===== src/rtl/ram_pkg.sv =====
// Shared constants and state encoding for the RAM burst read path.
package ram_pkg;

  localparam int unsigned DEF_D_WIDTH = 16;
  localparam int unsigned DEF_A_WIDTH = 5;

  typedef enum logic [1:0] {
    IDLE  = 2'd0,
    ISSUE = 2'd1,
    DRAIN = 2'd2
  } rd_state_t;

endpackage


===== src/rtl/ram_burst_reader_if.sv =====
// Request, RAM read port and output stream bundle of the burst reader.
interface ram_burst_reader_if
  import ram_pkg::*;
#(
  parameter int unsigned D_WIDTH   = DEF_D_WIDTH,
  parameter int unsigned A_WIDTH   = DEF_A_WIDTH,
  parameter int unsigned LEN_WIDTH = A_WIDTH + 1
);

  logic                 req_valid;
  logic                 req_ready;
  logic [A_WIDTH-1:0]   req_addr;
  logic [LEN_WIDTH-1:0] req_len;
  logic [A_WIDTH-1:0]   address_read;
  logic [D_WIDTH-1:0]   data_read;
  logic                 out_valid;
  logic                 out_ready;
  logic [D_WIDTH-1:0]   out_data;
  logic                 out_last;
  logic                 busy;
  logic                 done;

  // Reader side.
  modport master (
    input  req_valid, req_addr, req_len, data_read, out_ready,
    output req_ready, address_read, out_valid, out_data, out_last, busy, done
  );

  // Requester / RAM / sink side.
  modport slave (
    output req_valid, req_addr, req_len, data_read, out_ready,
    input  req_ready, address_read, out_valid, out_data, out_last, busy, done
  );

endinterface


===== src/rtl/ram_skid_fifo.sv =====
// Two-entry FIFO whose head entry is a flop, so the read side sees registered data.
module ram_skid_fifo #(
  parameter int unsigned W = 17
) (
  input  logic         clk,
  input  logic         rst_n,
  input  logic         push,
  input  logic [W-1:0] push_data,
  input  logic         pop,
  output logic [W-1:0] head,
  output logic         valid,
  output logic [1:0]   count
);

  logic [W-1:0] tail;

  // Caller guarantees no push into a full FIFO without a pop, and no pop when empty.
  always_ff @(posedge clk or negedge rst_n) begin
    if (!rst_n) begin
      head  <= '0;
      tail  <= '0;
      count <= 2'd0;
      valid <= 1'b0;
    end else if (push && !pop) begin
      if (count == 2'd0) head <= push_data;
      else               tail <= push_data;
      count <= count + 2'd1;
      valid <= 1'b1;
    end else if (!push && pop) begin
      head  <= tail;
      count <= count - 2'd1;
      valid <= (count == 2'd2);
    end else if (push && pop) begin
      if (count == 2'd1) begin
        head <= push_data;
      end else begin
        head <= tail;
        tail <= push_data;
      end
    end
  end

endmodule


===== src/rtl/ram_burst_reader.sv =====
// Burst read controller: issues one RAM read per cycle and streams words out with backpressure.
module ram_burst_reader
  import ram_pkg::*;
#(
  parameter int unsigned D_WIDTH   = DEF_D_WIDTH,
  parameter int unsigned A_WIDTH   = DEF_A_WIDTH,
  parameter int unsigned LEN_WIDTH = A_WIDTH + 1
) (
  input logic                clk,
  input logic                rst_n,
  ram_burst_reader_if.master bus
);

  localparam int unsigned BEAT_W = D_WIDTH + 1;

  rd_state_t            state, state_n;
  logic [A_WIDTH-1:0]   addr_q, addr_n;
  logic [LEN_WIDTH-1:0] remaining, remaining_n;
  logic                 req_ready_q, req_ready_n;
  logic                 busy_q, busy_n;
  logic                 done_q, done_n;
  logic                 in_flight, in_flight_last, in_flight_last_n;
  logic                 issue, accept, pop, issue_ok;
  logic [1:0]           fifo_count;
  logic [2:0]           occ;
  logic                 fifo_valid;
  logic [BEAT_W-1:0]    head;

  assign pop      = fifo_valid & bus.out_ready;
  // Occupancy one edge ahead: buffered words plus the read on its way back, minus this cycle's pop.
  assign occ      = 3'(fifo_count) + 3'(in_flight) - 3'(pop);
  assign issue_ok = (occ < 3'd2);

  always_comb begin
    state_n          = state;
    addr_n           = addr_q;
    remaining_n      = remaining;
    req_ready_n      = req_ready_q;
    busy_n           = busy_q;
    done_n           = 1'b0;
    issue            = 1'b0;
    accept           = 1'b0;
    in_flight_last_n = 1'b0;

    unique case (state)
      IDLE: accept = 1'b1;
      ISSUE: begin
        if (issue_ok) begin
          issue       = 1'b1;
          addr_n      = addr_q + A_WIDTH'(1);
          remaining_n = remaining - LEN_WIDTH'(1);
          if (remaining == LEN_WIDTH'(1)) begin
            in_flight_last_n = 1'b1;
            state_n          = DRAIN;
          end
        end
      end
      DRAIN: begin
        // The done cycle doubles as the first cycle a new request can be taken.
        if (done_q) begin
          accept = 1'b1;
        end else if (occ == 3'd0) begin
          done_n      = 1'b1;
          req_ready_n = 1'b1;
        end
      end
      default: state_n = IDLE;
    endcase

    if (accept) begin
      state_n     = IDLE;
      busy_n      = 1'b0;
      req_ready_n = 1'b1;
      if (bus.req_valid) begin
        if (bus.req_len != '0) begin
          state_n     = ISSUE;
          addr_n      = bus.req_addr;
          remaining_n = bus.req_len;
          busy_n      = 1'b1;
          req_ready_n = 1'b0;
        end else begin
          done_n = 1'b1;
        end
      end
    end
  end

  always_ff @(posedge clk or negedge rst_n) begin
    if (!rst_n) begin
      state          <= IDLE;
      addr_q         <= '0;
      remaining      <= '0;
      req_ready_q    <= 1'b1;
      busy_q         <= 1'b0;
      done_q         <= 1'b0;
      in_flight      <= 1'b0;
      in_flight_last <= 1'b0;
    end else begin
      state          <= state_n;
      addr_q         <= addr_n;
      remaining      <= remaining_n;
      req_ready_q    <= req_ready_n;
      busy_q         <= busy_n;
      done_q         <= done_n;
      in_flight      <= issue;
      in_flight_last <= in_flight_last_n;
    end
  end

  // RAM data returns the cycle after issue and is captured straight into the FIFO.
  ram_skid_fifo #(.W(BEAT_W)) u_fifo (
    .clk      (clk),
    .rst_n    (rst_n),
    .push     (in_flight),
    .push_data({in_flight_last, bus.data_read}),
    .pop      (pop),
    .head     (head),
    .valid    (fifo_valid),
    .count    (fifo_count)
  );

  assign bus.req_ready    = req_ready_q;
  assign bus.address_read = addr_q;
  assign bus.out_valid    = fifo_valid;
  assign bus.out_data     = head[D_WIDTH-1:0];
  assign bus.out_last     = head[D_WIDTH];
  assign bus.busy         = busy_q;
  assign bus.done         = done_q;

endmodule


===== src/flat_wrapper.sv =====
// flat-port wrapper written by rule: the top's interface ports become plain ports
module ram_burst_reader_flat import ram_pkg::*;
#(
  parameter int unsigned D_WIDTH   = DEF_D_WIDTH,
  parameter int unsigned A_WIDTH   = DEF_A_WIDTH,
  parameter int unsigned LEN_WIDTH = A_WIDTH + 1
)
  (clk, rst_n, bus_req_valid, bus_req_addr, bus_req_len, bus_data_read, bus_out_ready, bus_req_ready, bus_address_read, bus_out_valid, bus_out_data, bus_out_last, bus_busy, bus_done);
  ram_burst_reader_if #(.D_WIDTH(D_WIDTH), .A_WIDTH(A_WIDTH), .LEN_WIDTH(LEN_WIDTH)) bus_i ();
  input logic clk;
  input logic rst_n;
  input wire logic [$bits(bus_i.req_valid)-1:0] bus_req_valid;
  input wire logic [$bits(bus_i.req_addr)-1:0] bus_req_addr;
  input wire logic [$bits(bus_i.req_len)-1:0] bus_req_len;
  input wire logic [$bits(bus_i.data_read)-1:0] bus_data_read;
  input wire logic [$bits(bus_i.out_ready)-1:0] bus_out_ready;
  output wire logic [$bits(bus_i.req_ready)-1:0] bus_req_ready;
  output wire logic [$bits(bus_i.address_read)-1:0] bus_address_read;
  output wire logic [$bits(bus_i.out_valid)-1:0] bus_out_valid;
  output wire logic [$bits(bus_i.out_data)-1:0] bus_out_data;
  output wire logic [$bits(bus_i.out_last)-1:0] bus_out_last;
  output wire logic [$bits(bus_i.busy)-1:0] bus_busy;
  output wire logic [$bits(bus_i.done)-1:0] bus_done;
  assign bus_i.req_valid = bus_req_valid;
  assign bus_i.req_addr = bus_req_addr;
  assign bus_i.req_len = bus_req_len;
  assign bus_i.data_read = bus_data_read;
  assign bus_i.out_ready = bus_out_ready;
  assign bus_req_ready = bus_i.req_ready;
  assign bus_address_read = bus_i.address_read;
  assign bus_out_valid = bus_i.out_valid;
  assign bus_out_data = bus_i.out_data;
  assign bus_out_last = bus_i.out_last;
  assign bus_busy = bus_i.busy;
  assign bus_done = bus_i.done;
  ram_burst_reader #(.D_WIDTH(D_WIDTH), .A_WIDTH(A_WIDTH), .LEN_WIDTH(LEN_WIDTH)) u_core (.clk(clk), .rst_n(rst_n), .bus(bus_i));
endmodule

===== config.mk =====
export PLATFORM = sky130hd
export DESIGN_NAME = ram_burst_reader_flat
export DESIGN_NICKNAME = d
export VERILOG_FILES = /design/src/rtl/ram_pkg.sv /design/src/rtl/ram_burst_reader_if.sv /design/src/rtl/ram_skid_fifo.sv /design/src/rtl/ram_burst_reader.sv /design/src/flat_wrapper.sv
export SDC_FILE = /design/constraint.sdc
export NUM_CORES = 1
export LEC_CHECK = 0
export ABC_AREA = 0
export CORE_ASPECT_RATIO = 1.25
export CORE_MARGIN = 2
export CORE_UTILIZATION = 40
export DETAILED_ROUTE_END_ITERATION = 7
export GPL_TIMING_DRIVEN = 0
export PLACE_DENSITY = 0.64
export SLEW_MARGIN = 20
export SYNTH_ARGS = -nofsm -noshare
export SYNTH_HDL_FRONTEND = slang
export SYNTH_SLANG_ARGS = --single-unit

===== constraint.sdc =====
create_clock -name clk -period 4.9 [get_ports clk]
set_input_delay 1.225 -clock clk [delete_from_list [all_inputs] [get_ports clk]]
set_output_delay 1.225 -clock clk [all_outputs]
set_load 0.05 [all_outputs]

==> results.cfg <==
[logic_synthesis]
synth_top_family_by_area = multiplexers
yosys_warnings = 0
ys.flop_type = dfrtp_1
synth_top_area_share_pct = 51.3
synth_compound_area_share_pct = 9.60
yosys.area.top_type = dfrtp_1
avgSynthCellArea_um2 = 11.3
synth_simple_gate_area_share_pct = 10.9
yosys-top-cells-area = dfrtp_1, mux2_2, mux2i_1, o21ai_0, ha_1
synth.distinct_cells = 38
synth_fp_nets = 276
synthMuxAreaShare_pct = 15.0
synth_edf_count = 0
synth_xor_area_share_pct = 3.33
synth_fa_ha_area_share_pct = 5.99
syn_inst = 233
seq_area_frac_synth_pct = 52.3
synthArstFlopShare_pct = 100
ys_seq_elements = 55
netlist_area_mm2 = 0.00263

[cells_and_area]
final_nets = 339
fin_util_pct = 52.2
num_antenna_cells = 0
syn_to_final_growth_pct = 28.7
final_cell_mix = clkdlybuf4s50_1, dfrtp_1, o21ai_0
final_common_cell = clkdlybuf4s50_1
drive_gt1_share_pct = 11.8

[routing]
wl_per_cell_um = 13.4
drtIter0Drc = 105
vias_per_cell = 4.96
via_count = 1903
drc_errors = 0
ant_nets = 0
firstDrtPassIters = 4
wl_mm = 5.14

[setup_path]
critPathRequiredTime_ns = 5.09
cp_num_buf_inv = 2
critical-path-max-stage-delay_ns = 0.45
critPathCaptureType = register
worstSetupPathType = in -> reg
regToRegStartpoint = u_core.u_fifo.valid
cp-start-kind = primary input
rr_endpoint = u_core.remaining[4]
worstPathArrival_ns = 3.92
crit_path_max_fanout = 6
path_cells = clkdlybuf4s50_1 -> nand2_1 -> ha_1 -> ha_1 -> inv_1 -> fa_1 -> xnor2_1 -> nand4_1 -> o31a_1 -> a221o_1
crit_path_top_delay_cell = clkdlybuf4s50_1
critPathTopFamily = adder cells
path_common_cell = ha_1
rr_worst_depth = 9
rrSetupSlack_ns = 2.16

[clock_tree]
post_cts_buffers = 0
post_cts_resized = 0
clockBufferDepth = 2
cts_tree = done
ctsHoldBuffers = 0
clock_sinks = 55
numCtsBuffers = 5
h-tree-depth = 2
worstSkewPairLatency_ns = 0.31
clkTransAtPathRegs_ns = 0.09
clock-root-buffer = clkbuf_8

[placed_design]
port-buffer-count = 56
preCtsSetupSlack_ns = 0.813
place_congestion = 0.769
dp_hpwl_mm = 3.83

[power_and_ir_drop]
switching_share_pct = 34.4
power.internal_w = 0.000751
pwr-share-clk_pct = 21.7
irDropWorstVdd_mv = 0.335
p_sw_w = 0.000394
p_leak_nw = 1.56
power_density_mw_per_mm2 = 338
pwr-share-seq_pct = 49.6
power_frac_comb_pct = 28.7

[timing]
setup_tns_ns = 0
final_hold_viol_count = 0
rsz0062_at_grt = false
post-route-min-period_ns = 3.74
fin_crit_sh_pct = 76.3
clock_skew_ns = 0.00936
max_freq_ghz = 0.268
finalSetupViolCount = 0
slew_violations = 0
worst_slew_pin_slew_ns = 0.687
relSlewSlack_pct = 54.2
final.setup.worst_slack_ns = 1.16

[job]
drv_cap = 0

[hold_path]
hold_class = reg -> reg
whs_endpoint = u_core.u_fifo.head[11]
hp-start = u_core.u_fifo.head[11]
holdPathStages = 2

[run_status]
status = finished, final reports clean

[floorplan]
rows = 33
ios = 57
core_mm2 = 0.00648
die_w_um = 76.6
dieArea_mm2 = 0.00725
start_util_pct = 40.6
die_h_um = 94.7

[grt]
grt_max_degree = 56
grt_pass1_vias = 1975
track_usage_pct = 15.5
grt_pass1_wl_mm = 8.97
overflow = 0
grt_antenna_before_repair = 0
## cells by family (layout without fill, tap and decap cells)
family,after synthesis,in the layout
DFF,55,55
and+or+nand+nor,60,60
buffers and inverters,16,80
xor gates and xnor gates,10,10
muxes,37,37
AOI/OAI and AO/OA,43,43
adders and majority gates,12,12
## Yosys cell counts, drive strengths merged, types with 2 or more instances
master  count
nor4        2
nor3        4
o21ai      30
nor3b       2
clkbuf      4
inv         8
buf         3
mux2       19
nor2        6
and2b       2
xnor2       5
nand2b      3
nand2      28
nand3b      3
ha         11
dfrtp      54
mux2i      18
nand3       7
xor2        5
a21oi       4
## stage by stage
step	instance area [um^2]	power, W	hold WS [ns]	std cells
6_report	3390	0.00114	0.483	384
5_1_grt	3390	0.00121	0.518	384
4_1_cts	3390	0.00116	0.492	384
3_5_place_dp	3300	0.000907	0.469	376
3_3_place_gp	3300	0.000904	0.462	376
2_1_floorplan	2630	0.000782	0.479	233
## area by class of cell
| class | count | area (um^2) |
|---|---|---|
| buffer | 7 | 42.5 |
| clock buffer | 5 | 68.8 |
| clock inverter | 3 | 18.8 |
| fill | 605 | 3100 |
| inverter | 9 | 33.8 |
| multi-input combinational | 162 | 1180 |
| sequential | 55 | 1380 |
| tap | 87 | 109 |
| timing repair buffer | 56 | 558 |
## how the worst max path moves through the flow
stage | from | endpoint | slack (ns) | depth (start not counted)
floorplan | bus_out_ready | u_core.remaining[4] | 1.50 | 9
global placement | rst_n | u_core.bus.address_read[3] | 0.79 | 1
detailed placement | bus_out_ready | u_core.remaining[4] | 0.81 | 10
CTS | bus_out_ready | u_core.remaining[4] | 1.15 | 10
global route | bus_out_ready | u_core.remaining[4] | 0.97 | 10
finish | bus_out_ready | u_core.remaining[4] | 1.16 | 10
## worst register-to-register path: stages (launching register included)
cell     delay [ns]
dfrtp_1        0.37
nand2_1        0.10
ha_1           0.40
ha_1           0.18
inv_1          0.05
fa_1           0.41
xnor2_1        0.32
nand4_1        0.22
o31a_1         0.28
a221o_1        0.31
## state kept, by name, indices dropped and copies added, names as in the netlist
| signal | cells |
|---|---|
| u_core.in_flight | 1 |
| u_core.bus.address_read | 5 |
| u_core.bus.done | 1 |
| u_core.bus.busy | 1 |
| u_core.u_fifo.valid | 1 |
| u_core.u_fifo.tail | 17 |
| u_core.state | 2 |
| u_core.in_flight_last | 1 |
| u_core.u_fifo.count | 2 |
| u_core.bus.req_ready | 1 |
| u_core.u_fifo.head | 17 |
| u_core.remaining | 6 |
## layer usage
metal | global-route usage, % | vias to the layer above | part of all wire (%)
met4 | 5.45 | 0 | 1.2
met1 | 17.1 | 916 | 44
met5 | 0 | - | 0
met3 | 3.35 | 6 | 4.2
li1 | - | 933 | -
met2 | 29.6 | 48 | 51
## power groups by stage
stage / logic (W) / registers [W] / clock network [W]
6_report: 0.000329 / 0.000568 / 0.000248
4_1_cts: 0.000333 / 0.000567 / 0.000259
2_1_floorplan: 0.000114 / 0.000668 / 0
3_5_place_dp: 0.000331 / 0.000576 / 0
3_3_place_gp: 0.000328 / 0.000576 / 0
5_1_grt: 0.000358 / 0.000576 / 0.000276
(Power assumes the default switching activity.)
